[config.mk]
export PLATFORM = sky130hd
export DESIGN_NAME = fetch_stage
export DESIGN_NICKNAME = d
export VERILOG_FILES = /design/src/rtl/cpu_pkg.sv /design/src/rtl/sat_counter.sv /design/src/rtl/fetch_stage.sv
export SDC_FILE = /design/constraint.sdc
export NUM_CORES = 1
export LEC_CHECK = 0
export ABC_CLOCK_PERIOD_IN_PS = 2500
export CORE_ASPECT_RATIO = 1.4
export CORE_UTILIZATION = 25
export CTS_BUF_LIST = sky130_fd_sc_hd__clkbuf_4 sky130_fd_sc_hd__clkbuf_8
export DETAILED_ROUTE_END_ITERATION = 8
export PLACE_DENSITY = 0.47
export SLEW_MARGIN = 20
export SYNTH_ARGS = -nofsm -noshare
export SYNTH_HDL_FRONTEND = slang
export SYNTH_SLANG_ARGS = --single-unit
[constraint.sdc]
create_clock -name clk -period 2.5 [get_ports clk]
set_input_delay 0.5 -clock clk [delete_from_list [all_inputs] [get_ports clk]]
set_output_delay 0.5 -clock clk [all_outputs]
set_load 0.02 [all_outputs]
[src/rtl/cpu_pkg.sv]
// Shared CPU definitions: fetch FSM states, default datapath widths and the
// all-zero instruction used to fill pipeline bubbles.
package cpu_pkg;

    localparam int DEFAULT_PC_W    = 16;
    localparam int DEFAULT_INSTR_W = 16;

    typedef enum logic [1:0] {
        ST_BOOT   = 2'd0,
        ST_RUN    = 2'd1,
        ST_HALTED = 2'd2
    } fetch_state_e;

    localparam logic [DEFAULT_INSTR_W-1:0] NOP_INSTR = {DEFAULT_INSTR_W{1'b0}};

endpackage

[src/rtl/sat_counter.sv]
// Up-counter that sticks at all-ones instead of wrapping; clr wins over inc.
module sat_counter #(
    parameter int WIDTH = 16
) (
    input  logic             clk,
    input  logic             rst,
    input  logic             clr,
    input  logic             inc,
    output logic [WIDTH-1:0] count
);

    localparam logic [WIDTH-1:0] CNT_ZERO = {WIDTH{1'b0}};
    localparam logic [WIDTH-1:0] CNT_MAX  = {WIDTH{1'b1}};
    localparam logic [WIDTH-1:0] CNT_ONE  = {{(WIDTH-1){1'b0}}, 1'b1};

    logic [WIDTH-1:0] count_r;
    logic [WIDTH-1:0] count_nxt_s;

    // Next-count selection: clear, saturating increment or hold.
    always_comb begin
        count_nxt_s = count_r;
        if (clr) begin
            count_nxt_s = CNT_ZERO;
        end else if (inc && (count_r != CNT_MAX)) begin
            count_nxt_s = count_r + CNT_ONE;
        end else begin
            count_nxt_s = count_r;
        end
    end

    // Count register with synchronous reset.
    always_ff @(posedge clk) begin
        if (rst) begin
            count_r <= CNT_ZERO;
        end else begin
            count_r <= count_nxt_s;
        end
    end

    assign count = count_r;

endmodule

[src/rtl/fetch_stage.sv]
// Instruction fetch stage: owns the PC, drives instruction memory and fills the
// IF/ID register, honouring redirects, stalls and halt.
module fetch_stage
    import cpu_pkg::*;
#(
    parameter int              PC_W     = DEFAULT_PC_W,
    parameter int              INSTR_W  = DEFAULT_INSTR_W,
    parameter logic [PC_W-1:0] RESET_PC = {PC_W{1'b0}}
) (
    input  logic               clk,
    input  logic               rst,
    input  logic               stall,
    input  logic               load_new_pc,
    input  logic [PC_W-1:0]    new_pc,
    input  logic               halt,
    output logic [PC_W-1:0]    imem_addr,
    input  logic [INSTR_W-1:0] imem_rdata,
    output logic [INSTR_W-1:0] if_instr,
    output logic [PC_W-1:0]    if_pc,
    output logic               if_valid,
    output logic [15:0]        redirect_count
);

    localparam logic [PC_W-1:0]    PC_ONE    = {{(PC_W-1){1'b0}}, 1'b1};
    localparam logic [PC_W-1:0]    PC_ZERO   = {PC_W{1'b0}};
    localparam logic [INSTR_W-1:0] BUBBLE    = INSTR_W'(NOP_INSTR);

    fetch_state_e       state_r;
    fetch_state_e       state_nxt_s;
    logic [PC_W-1:0]    pc_r;
    logic [PC_W-1:0]    pc_nxt_s;
    logic [INSTR_W-1:0] if_instr_r;
    logic [INSTR_W-1:0] if_instr_nxt_s;
    logic [PC_W-1:0]    if_pc_r;
    logic [PC_W-1:0]    if_pc_nxt_s;
    logic               if_valid_r;
    logic               if_valid_nxt_s;
    logic               redirect_s;

    // A redirect is only accepted while running; BOOT and HALTED drop it.
    assign redirect_s = (state_r == ST_RUN) && load_new_pc;

    // Next-state logic; in RUN the priority is redirect, stall, halt, fetch.
    always_comb begin
        state_nxt_s    = state_r;
        pc_nxt_s       = pc_r;
        if_instr_nxt_s = if_instr_r;
        if_pc_nxt_s    = if_pc_r;
        if_valid_nxt_s = if_valid_r;
        case (state_r)
            ST_BOOT: begin
                if_valid_nxt_s = 1'b0;
                state_nxt_s    = ST_RUN;
            end
            ST_RUN: begin
                if (load_new_pc) begin
                    pc_nxt_s       = new_pc;
                    if_instr_nxt_s = BUBBLE;
                    if_valid_nxt_s = 1'b0;
                end else if (stall) begin
                    pc_nxt_s = pc_r;
                end else if (halt && if_valid_r) begin
                    // halt is decoded from IF/ID, so a bubble cannot carry it
                    if_valid_nxt_s = 1'b0;
                    state_nxt_s    = ST_HALTED;
                end else begin
                    if_instr_nxt_s = imem_rdata;
                    if_pc_nxt_s    = pc_r;
                    if_valid_nxt_s = 1'b1;
                    pc_nxt_s       = pc_r + PC_ONE;
                end
            end
            ST_HALTED: begin
                if_valid_nxt_s = 1'b0;
            end
            default: begin
                if_valid_nxt_s = 1'b0;
                state_nxt_s    = ST_BOOT;
            end
        endcase
    end

    // PC, IF/ID register and FSM state.
    always_ff @(posedge clk) begin
        if (rst) begin
            state_r    <= ST_BOOT;
            pc_r       <= RESET_PC;
            if_instr_r <= BUBBLE;
            if_pc_r    <= PC_ZERO;
            if_valid_r <= 1'b0;
        end else begin
            state_r    <= state_nxt_s;
            pc_r       <= pc_nxt_s;
            if_instr_r <= if_instr_nxt_s;
            if_pc_r    <= if_pc_nxt_s;
            if_valid_r <= if_valid_nxt_s;
        end
    end

    sat_counter #(
        .WIDTH (16)
    ) u_redirect_cnt (
        .clk   (clk),
        .rst   (rst),
        .clr   (1'b0),
        .inc   (redirect_s),
        .count (redirect_count)
    );

    assign imem_addr = pc_r;
    assign if_instr  = if_instr_r;
    assign if_pc     = if_pc_r;
    assign if_valid  = if_valid_r;

endmodule

Yosys cells after proc, flatten, opt, wreduce, memory -nomap -nowiden

Cells that the tools add are included.

Muxes and demuxes: 11
Eq/ne operators: 8
Bitwise operators: 5
Reductions and logical operators: 8
Add/subtract/negate cells: 2

Operator list:

| operator              | number |
|---|---|
| $mux 16               | 6 |
| $add 16x1->16 const B | 2 |
| $ne 16x16->1 const B  | 1 |
| $reduce_and 4->1      | 2 |
| $mux 2                | 3 |
| $ne 2x2->1 const B    | 3 |
| $pmux 2 s3            | 1 |
| $not 1->1             | 5 |
| $ne 2x1->1 const B    | 2 |
| $logic_and 1x1->1     | 3 |
| $reduce_and 3->1      | 1 |
| $reduce_or 3->1       | 1 |
| $eq 2x1->1 const B    | 1 |
| $eq 2x2->1 const B    | 1 |
| $logic_not 2->1       | 1 |
| $mux 1                | 1 |

Word-level logic and storage cells: 40
Flip-flop bits (word level): 67

Depth between registers and ports, before layout

Depth after elaboration: 5
Mapped depth: 7
Mapped depth without buffers: 5

Cells and area by module

From an unflattened synthesis, not the netlist that was laid out.

Cells, all modules: 367
Area total of the unflattened synthesis: 3176.8 sq um

Modules (own cells, without submodules):

| module      | area each (sq um) | cells an instance | times used |
|---|---|---|---|
| fetch_stage | 2259.7            | 265               | 1 |
| sat_counter | 917.1             | 102               | 1 |

Worst setup path before layout

No wires, ideal clock.

Kind: input -> register
From: input port load_new_pc
To: register pc_r[12], in the netlist imem_addr[12]
Stages: 6
Setup slack: 0.265 ns
Arrival time: 2.161 ns
Cells stage by stage: buf_4 > or3b_4 > or3b_1 > buf_2 > or4_1 > a31oi_1

Longest elaborated chain between the ends: 2
Elaborated cells on any way between the ends: 4
Those cells by class: eq/ne: 2; mux: 1; reduce/logical: 1

Ends and longest elaborated chain:

| element                                            | line              | text |
|---|---|---|
| start, declared                                    | fetch_stage.sv:13 | `input logic load_new_pc,` |
| $ne 2x2->1 (no line) or $ne 2x1->1 (tied branches) | -                 |  |
| $reduce_and 3->1 (no line)                         | -                 |  |
| end signal, assigned                               | fetch_stage.sv:93 | `pc_r <= pc_nxt_s;` |
| end, declared                                      | fetch_stage.sv:30 | `logic [PC_W-1:0] pc_r;` |

Parallel ways exist; a longest one is shown, timed or not.
A chain may end at the register's enable or synchronous reset.

Worst setup path in the final report

From: input port stall
To: register pc_r[12], in the netlist imem_addr[12]

Longest elaborated chain between the ends: 2

Ends and longest elaborated chain:

| element                    | line              | text |
|---|---|---|
| start, declared            | fetch_stage.sv:12 | `input logic stall,` |
| $ne 2x1->1 (no line)       | -                 |  |
| $reduce_and 3->1 (no line) | -                 |  |

No other way between the ends.

==> out/summary.md <==
The run finished with clean final reports. In the post-synthesis netlist, the biggest area contributors are sky130_fd_sc_hd__dfxtp_1 44%, sky130_fd_sc_hd__a21oi_1 6.4%, sky130_fd_sc_hd__nand2_1 6.4%. On the critical path, the stage with the largest delay is an instance of sky130_fd_sc_hd__or4_1. The logs give 2770 ps for the required time of the worst setup path and 0.001571 uW for the leakage power of the design. The via count came out at 3196. Maximum fanout count along the critical path: 5. The number of iterations in the first detailed-routing pass came out at 4. The count of buffers added on input and output ports is 101. 0 antenna diodes ended up in the layout.

The post-route fraction of the period consumed by the critical path came out at 90.81%. For the fraction of met2 tracks used by global routing, the log shows 26.15%. The run gives 412 as the number of nets produced by synthesis.

The number of top-level pins was 102; the achievable clock frequency was 440.5 MHz. Class of the most critical hold timing path: reg2reg. For the detailed-route DRC error count, the log shows 0.

Yosys mapped a number of flops with a built-in enable equal to 0. Subtracting the final worst setup slack from the clock period gives 2270 ps. From synthesis to final layout, the design area changed by 49.67%. Global routing consumed, on the met3 layer, 3.736% of the routing resources.

The die is 95.55 um wide. In this run the number of H-tree levels came out at 3. The total clock sinks came out at 67. Post-CTS repair changed the size of 0 cells.

The cell count after synthesis came out at 373. Data arrives at the worst endpoint at 2540 ps. The number of maximum-capacitance violations came out at 0.

The tools report the share of the core filled with cells in the final layout as 38.59%. The kind of critical path was in2reg. The synthesized design spends more area on one cell type than any other, namely sky130_fd_sc_hd__dfxtp_1. The tools report the total routing usage reported by global routing as 15.61%. In this run the standard cell core region covers 11880 sq um. The number of rows in the core area was 47; the sequential cell area in the final layout was 1341 sq um. The worst-case IR drop observed on VDD is 292.3 uV.

Summing the sequential cell areas from Yosys gives 43.79% of the chip area. The tools report the number of distinct library cell variants in the gate-level netlist after synthesis as 48. The post-detailed-route via-to-cell ratio is 5.057. The half-perimeter wire length of the detailed placement result is 7081 um, and the synthesized flop and latch total is 67. After synthesis, the largest area contributor takes up 43.79% of total cell area. The total of endpoints with negative setup slack in the final report was 0.

Setup repair after global routing left no endpoint under its margin. Master cell of the clock root buffer: sky130_fd_sc_hd__clkbuf_8. TritonCTS created 9 clock buffers. Category of the worst setup path launch point: an input pin. The tools report the nature of the critical path endpoint as a register. The logs give 0 for the post-CTS setup buffer count and 0 for the count of final hold-check violations. The global route total overflow was 0. The final layout contains routed wiring with a total length of 9709 um.

The layout has 1255 filler cells. The top cell types in the final layout, fill and taps aside, are 100 x sky130_fd_sc_hd__clkdlybuf4s50_1, 67 x sky130_fd_sc_hd__dfxtp_1, 52 x sky130_fd_sc_hd__nand2_1. Initial core utilization: 25.78%. TritonCTS built the clock tree. The run gives 0 as the final number of max-transition violations. Clock skew on the completed layout was measured at 8.211 ps. Walking the worst path, the cells encountered are clkdlybuf4s50_1 -> or3b_4 -> or3b_1 -> or4_1 -> a31oi_1. The multi-input combinational cells in the finished layout cover a total of 1602 sq um. The library cell used most frequently in the layout, excluding fill and tap cells, is sky130_fd_sc_hd__clkdlybuf4s50_1.

Number of global-route vias before repair: 3003. In this run the most used layer during global routing was met2. The first global-routing pass estimated 15310 um of wire. The tools report the combined area of all synthesized cells as 3063 sq um. In this run the deepest clock path goes through 2 buffers.

For this block, the initial DRC count from the detailed router was 126. Clock-pin slew was measured on the worst setup and hold paths at 70 ps. The dominant register cell in the synthesized netlist was sky130_fd_sc_hd__dfxtp_1. The proportion of layout cells with a drive suffix above 1 was 10.10%; the initial antenna violation count was 0. The tools report the number of warnings issued by yosys as 0. The die covers 12700 sq um. For this run, global-route usage on met1 was measured as 18.57%.

The worst hold slack came out at 457.1 ps. The worst slew slack as a fraction of its limit was 60.39%; the delay of the slowest critical-path stage was 540 ps. The count of antenna-violating nets left after detailed routing was 0. The average instance in the mapped netlist occupies 8.212 sq um. The later-pin clock latency in the skew report was 340 ps.

The quantity of hold-fixing buffers added after cts came out at 0. The routed wirelength normalized by instance count is 15.36 um, and the net count of the finished layout is 519. The final RePlAce weighted congestion was 0.7566; the die boundary height was 133.0 um. Entering global routing, the biggest net connects 47 pins. The power density over the cells works out to 543.6 nW/um^2. Counting flops with an async set or reset pin after synthesis yields a share of 0%.

The slew of the pin with the lowest slew margin was 589.6 ps.
-- kinds of logic (layout without fill, tap and decap cells) --
group / after synthesis / after routing / synth area share, %
and+or+nand+nor: 157 / 157 / 26.23
AOI/OAI and AO/OA: 106 / 106 / 22.18
DFF: 67 / 67 / 43.79
buffers and inverters: 33 / 145 / 4.207
muxes: 8 / 8 / 2.778
adders and majority gates: 2 / 2 / 0.8169
-- layer usage --
metal,vias up,wire length (um)
met5,-,0
met4,0,204
met3,14,551
met2,87,4762
met1,1504,4191
li1,1591,-
-- final timing paths --
path / startpoint / end / slack (ps) / depth (start not counted)
worst max-delay path: stall / imem_addr[12] / 230 / 5
worst min-delay path: if_pc[6] / if_pc[6] / 460 / 2
worst max register to register: state_r[0] / imem_addr[12] / 400 / 4
worst min register to register: if_pc[6] / if_pc[6] / 460 / 2
-- worst max-delay path: cells and delay by family --
family          cells  cell delay, ps
compound gates      1             170
buf+inv             1             430
simple gates        3            1430
-- where the power goes --
| group | total [uW] | switching [uW] | internal [uW] |
|---|---|---|---|
| clock network | 1030 | 419 | 611 |
| logic | 327 | 160 | 167 |
| registers | 1140 | 39.4 | 1100 |
| total | 2490 | 618 | 1870 |
-- flip-flops by register name, summed over array words and instances (netlist names) --
| signal | cells |
|---|---|
| if_pc | 16 |
| if_instr | 16 |
| state_r | 2 |
| if_valid | 1 |
| u_redirect_cnt.count | 16 |
| imem_addr | 16 |
-- cell usage after synthesis, types with 3 or more instances --
cell type	number
sky130_fd_sc_hd__nand2_1	52
sky130_fd_sc_hd__clkbuf_1	25
sky130_fd_sc_hd__nand3_1	15
sky130_fd_sc_hd__or3_1	6
sky130_fd_sc_hd__mux2_2	4
sky130_fd_sc_hd__inv_1	5
sky130_fd_sc_hd__a211oi_1	4
sky130_fd_sc_hd__a21oi_1	39
sky130_fd_sc_hd__dfxtp_1	67
sky130_fd_sc_hd__nor4_1	8
sky130_fd_sc_hd__mux2i_1	4
sky130_fd_sc_hd__nor3_1	4
sky130_fd_sc_hd__a22oi_1	17
sky130_fd_sc_hd__a31oi_1	7
sky130_fd_sc_hd__nor2b_1	5
sky130_fd_sc_hd__nand4_1	8
sky130_fd_sc_hd__or4_1	11
sky130_fd_sc_hd__and3_1	6
sky130_fd_sc_hd__nand2b_1	3
sky130_fd_sc_hd__o31ai_1	8
sky130_fd_sc_hd__a41oi_1	3
sky130_fd_sc_hd__o211ai_1	4
sky130_fd_sc_hd__o21ai_0	11
sky130_fd_sc_hd__nor2_1	28
-- stage by stage --
stage	cells	area [sq um]	worst slack, ps	TNS (ps)	total power [uW]
final	632	4584	229.8	0	2492
after CTS	632	4584	243.3	0	2542
after global routing	632	4584	172.7	0	2619
after global placement	616	4358	-95.87	-381.1	1488
after detailed placement	616	4358	-120.3	-574.6	1492
after floorplan	373	3063	264.6	0	1306
-- area by class of cell --
cell class,instances,area share (%)
multi-input combinational,273,34.93
tap,147,4.012
sequential,67,29.26
inverter,6,0.4913
clock buffer,11,3.302
timing repair buffer,123,26.36
clock inverter,5,1.638
No activity file was read; power rests on OpenSTA's default activity.
==> edit 1: new RTL, same flow settings <==
Register the output `redirect_count`, without a reset; this adds one clock of latency there. The other outputs are not delayed to match.
--- a/src/rtl/fetch_stage.sv
+++ b/src/rtl/fetch_stage.sv
@@ -24,6 +24,8 @@
     localparam logic [PC_W-1:0]    PC_ONE    = {{(PC_W-1){1'b0}}, 1'b1};
     localparam logic [PC_W-1:0]    PC_ZERO   = {PC_W{1'b0}};
     localparam logic [INSTR_W-1:0] BUBBLE    = INSTR_W'(NOP_INSTR);
+
+    logic [15:0] redirect_count_d;
 
     fetch_state_e       state_r;
     fetch_state_e       state_nxt_s;
@@ -104,7 +106,7 @@
         .rst   (rst),
         .clr   (1'b0),
         .inc   (redirect_s),
-        .count (redirect_count)
+        .count (redirect_count_d)
     );
 
     assign imem_addr = pc_r;
@@ -112,5 +114,9 @@
     assign if_pc     = if_pc_r;
     assign if_valid  = if_valid_r;
 
+    always_ff @(posedge clk) begin
+        redirect_count <= redirect_count_d;
+    end
+
 endmodule
 
Function: changed (Yosys sat finds a counterexample within 4 cycles, from zero or initial values and one cycle with rst high).
==> edit 1 against the original RTL <==
Sequential cell count is 16 higher. Count of clock-buffer cells in the layout increased by 1. Global-route usage is 1.3 points lower. Area after synthesis is 6.7% higher. Cell area up 3.1%. Power increased by 12%. Wire length shrank 2.9%. Worst setup slack better by 0.25 ns. Largest power group unchanged. Highest routed layer unchanged.
==> edit 1: results (changes against the original RTL) <==
run_status: "finished clean"
synth.distinct_cells: 44  # -8.3%
rrSetupSlack_ns: 0.51  # +0.11 ns
worst_slack_ns: 0.477  # +0.247 ns
dp_hpwl_mm: 6.71  # -5.2%
ys_async_sr_fraction_pct: 0  # unchanged
p_leak_nw: 1.62  # +3.1%
numPortBuffers: 101  # unchanged
root_buffer: "clkbuf_8"
seq_area_frac_synth_pct: 50.8  # +7.0 points
grt_pass1_wl_mm: 14.8  # -3.5%
reg2reg_to: "u_redirect_cnt.count[7]"
post_drt_wl_per_cell_um: 14.8  # -3.5%
grt_antenna_before_repair: 0  # unchanged
grt_pass1_vias: 2873  # -4.3%
skew_ns: 0.00997  # +0.00176 ns
netlist_top_cells_area: "dfxtp_1, nand2_1, a21oi_1"
critPathLaunch: "imem_addr[4]"
clk_path_buf_depth: 2  # unchanged
fin_nets: 519  # unchanged
first_iter_violations: 83  # -34%
post_cts_buffers: 0  # unchanged
fillers: 1314  # +4.7%
crit_slowest_cell: "clkdlybuf4s50_1"
drive_gt1_share_pct: 7.66  # -2.4 points
drcViolationCount: 0  # unchanged
ys_warn_count: 0  # unchanged
critical_path_arrival_ns: 1.52  # -1.02 ns
crit-reg2reg-launch: "u_redirect_cnt.count[0]"
switching_share_pct: 23.8  # -1.0 points
post-place-ws_ns: 0.190  # +0.310 ns
synth_common_cells: "dfxtp_1, nand2_1, a21oi_1, nor2_1, a22oi_1"
cts_resized: 0  # unchanged
vias: 3133  # -2.0%
endpoint_kind: "primary output"
critPathCapture: "imem_addr[4]"
min_path_type: "reg -> reg"
firstDrtPassIters: 4  # unchanged
vdd_ir_drop_max_mv: 0.302  # +3.5%
num_antenna_cells: 0  # unchanged
slew_headroom_pct: 71.0  # +11 points
clock_latency_ns: 0.36  # +0.02 ns
grt_max_degree: 35  # -26%
htreeDepth: 3  # unchanged
crit_family: "buffers and inverters"
r2r_cells: 7  # +3
synth_edf_count: 0  # unchanged
cts_buffers: 9  # unchanged
place.gp.congestion: 0.764  # +1.0%
critPathMaxStageDelay_ns: 0.67  # +0.13 ns
clkTransAtPathRegs_ns: 0.08
synth_nets: 412  # unchanged
worstPathMaxFanout: 8  # +3
grt.total_usage_pct: 14.3  # -1.3 points
## edit 1: changes by cell type in the layout (fill, tap and decap cells not counted), sizes merged, moves of 4 or more
cell,change
xnor2,+7
mux2,-4
clkinv,-4
nor4,-7
nor3,+4
buf,-6
dfxtp,+16
or4,-9
nor2,+9
o31ai,-5
## edit 1: worst min path at each step
stage | from | endpoint | slack, ns | cells past startpoint
global route | u_redirect_cnt.count[7] | redirect_count[7] | 0.42 | 0
floorplan | u_redirect_cnt.count[14] | redirect_count[14] | 0.37 | 0
global placement | u_redirect_cnt.count[14] | redirect_count[14] | 0.39 | 0
CTS | u_redirect_cnt.count[14] | redirect_count[14] | 0.40 | 0
finish | u_redirect_cnt.count[14] | redirect_count[14] | 0.40 | 0
detailed placement | u_redirect_cnt.count[15] | redirect_count[15] | 0.39 | 0
## edit 1: power groups by stage
| stage | clock network, mW | logic [mW] | registers, mW |
|---|---|---|---|
| after floorplan | 0 | 0.117 | 1.45 |
| after global placement | 0 | 0.312 | 1.42 |
| after detailed placement | 0 | 0.315 | 1.42 |
| after CTS | 1.13 | 0.317 | 1.39 |
| after global routing | 1.20 | 0.338 | 1.40 |
| final | 1.09 | 0.312 | 1.39 |
## edit 1: metrics by stage
step	std cells	utilization [%]	instance area (µm²)	total power, mW	hold slack [ns]
finish	636	36.9	4730	2.79	0.400
global route	636	36.9	4730	2.94	0.417
CTS	636	36.9	4730	2.84	0.400
detailed placement	622	35.2	4510	1.74	0.395
global placement	622	35.2	4510	1.74	0.389
floorplan	373	-	3270	1.57	0.371
## edit 1: final cells by class
cell class	instances	area share [%]
Timing Repair Buffer	117	24.1
Clock buffer	12	3.36
Sequential cell	83	35.2
Multi-Input combinational cell	265	31.8
Inverter	4	0.318
Tap cell	153	4.05
Clock inverter	2	1.27
## edit 1: metal layers
layer	vias to the layer above	global-route usage [%]	wire length, µm
met1	1506	16.2	3990
li1	1542	-	-
met2	75	25.5	4930
met3	10	2.79	342
met5	-	0	0
met4	0	7.21	165
## edit 1: kinds of logic (layout without fill, tap and decap cells)
group | count (synthesis) | count (layout) | synth area share (%)
AO/OA/AOI/OAI | 98 | 98 | 19.3
XOR/XNOR | 8 | 8 | 2.14
adder cells (fa/ha/maj) | 2 | 2 | 0.765
buffers and inverters | 25 | 135 | 3.44
flip-flops | 83 | 83 | 50.8
multiplexers | 4 | 4 | 1.22
AND/OR/NAND/NOR | 153 | 153 | 22.3
==> edit 2: new RTL, same settings <==
Without the edit above. The package constant `DEFAULT_PC_W` goes from 16 to 32.
--- a/src/rtl/cpu_pkg.sv
+++ b/src/rtl/cpu_pkg.sv
@@ -2,7 +2,7 @@
 // all-zero instruction used to fill pipeline bubbles.
 package cpu_pkg;
 
-    localparam int DEFAULT_PC_W    = 16;
+    localparam int DEFAULT_PC_W    = 32;
     localparam int DEFAULT_INSTR_W = 16;
 
     typedef enum logic [1:0] {
Interface: changed (resized if_pc, imem_addr and new_pc); port bits go from 102 to 150. The function was not compared with the original's and may differ.
==> edit 2 against the original RTL <==
Power is 37% higher. Combinational power up 52%. Area after synthesis up 49%. Worst setup slack better by 0.14 ns. Count of clock-buffer cells in the layout unchanged. Wire length grew 57%. Non-clock buffer count grew 55. Highest routed layer unchanged. Sequential cell count up 32. Synthesized cell count is 54% higher. Cell area up 44%.
==> edit 2: results (changes against the original RTL) <==
fin_nets: 775  # +49%
grt_use_met2_pct: 27.4  # +1.3 points
tightest_slew_ns: 0.616  # +0.0260 ns
switching_share_pct: 27.7  # +2.9 points
synth-seq-cells: 99  # +48%
wl_met1_mm: 6.52  # +56%
drive_gt1_share_pct: 7.72  # -2.4 points
worstPathMaxFanout: 7  # +2
sh_seq_area_pct: 29.9  # +0.68 points
met3_length_um: 994  # +80%
rrSetupSlack_ns: 0.43  # +0.03 ns
crit-reg2reg-launch: "imem_addr[0]"
critPathLaunch: "imem_addr[23]"
synth_mux_area_share_pct: 1.32  # -1.5 points
post_drt_wl_per_cell_um: 15.8  # +3.0%
clkCellAreaFrac_pct: 3.48  # -1.5 points
met3_usage_pct: 3.13  # -0.60 points
run_status: "finished clean"
fillers: 1896  # +51%
seqPwrFrac_pct: 49.5  # +3.9 points
avgSynthCellArea_um2: 7.95  # -3.2%
dp_hpwl_mm: 11.2  # +58%
critical_path_arrival_ns: 1.63  # -0.91 ns
reg2reg_to: "imem_addr[30]"
grt_max_degree: 41  # -13%
hold_end: "if_pc[7]"
clk_path_buf_depth: 2  # unchanged
min_from: "if_pc[7]"
clockPowerShare_pct: 35.9  # -5.4 points
crit_family: "buffers and inverters"
crit_slowest_cell: "clkdlybuf4s50_1"
synth_compound_area_share_pct: 19.6  # -2.6 points
first_iter_violations: 332  # +160%
inverters: 5  # -1
grt_pass1_vias: 4437  # +48%
buf_share_pct: 25.9  # -0.47 points
drt_wl_total_mm: 15.3  # +57%
p_leak_nw: 2.22  # +41%
firstDrtPassIters: 5  # +1
netlist_top_cells_area: "dfxtp_1, nand2_1, a21oi_1"
viasPerCell: 4.94  # -2.4%
wl_met2_mm: 7.44  # +56%
critPathMaxStageDelay_ns: 0.68  # +0.14 ns
synth_nets: 629  # +53%
synth_fa_ha_area_share_pct: 0.548  # -0.27 points
seq_area_frac_synth_pct: 43.4  # -0.37 points
numPortBuffers: 149  # +48%
place.gp.congestion: 0.812  # +7.3%
r2r_cells: 7  # +3
grt_use_met1_pct: 20.4  # +1.8 points
buffers: 178  # +45%
hold_slack_ns: 0.457  # -0.000533 ns
dp.cells: 949  # +54%
[edit 2: cell count changes after synthesis, sizes merged, moves of 9 or more]
cell,change
nand2,+50
dfxtp,+32
a21oi,+25
nor2,+24
xnor2,+14
nor3,+13
o21ai,+11
nand4,+10
clkbuf,+9
[edit 2: worst max path at each step]
stage               cells past startpoint  slack, ns            end
floorplan                               6       0.40  imem_addr[30]
global placement                        6       0.23  imem_addr[20]
detailed placement                      6       0.19  imem_addr[20]
CTS                                     1       0.33  imem_addr[14]
global route                            7       0.27  imem_addr[30]
finish                                  1       0.37  imem_addr[23]
[edit 2: per-stage QoR]
stage          setup WS, ns  utilization (%)  power [mW]  cell area, µm²
2_1_floorplan         0.401                -        1.96            4560
3_3_place_gp          0.228             35.6        2.23            6390
3_5_place_dp          0.191             35.6        2.23            6390
4_1_cts               0.330             36.9        3.47            6620
5_1_grt               0.267             36.9        3.56            6620
6_report              0.374             36.9        3.42            6620
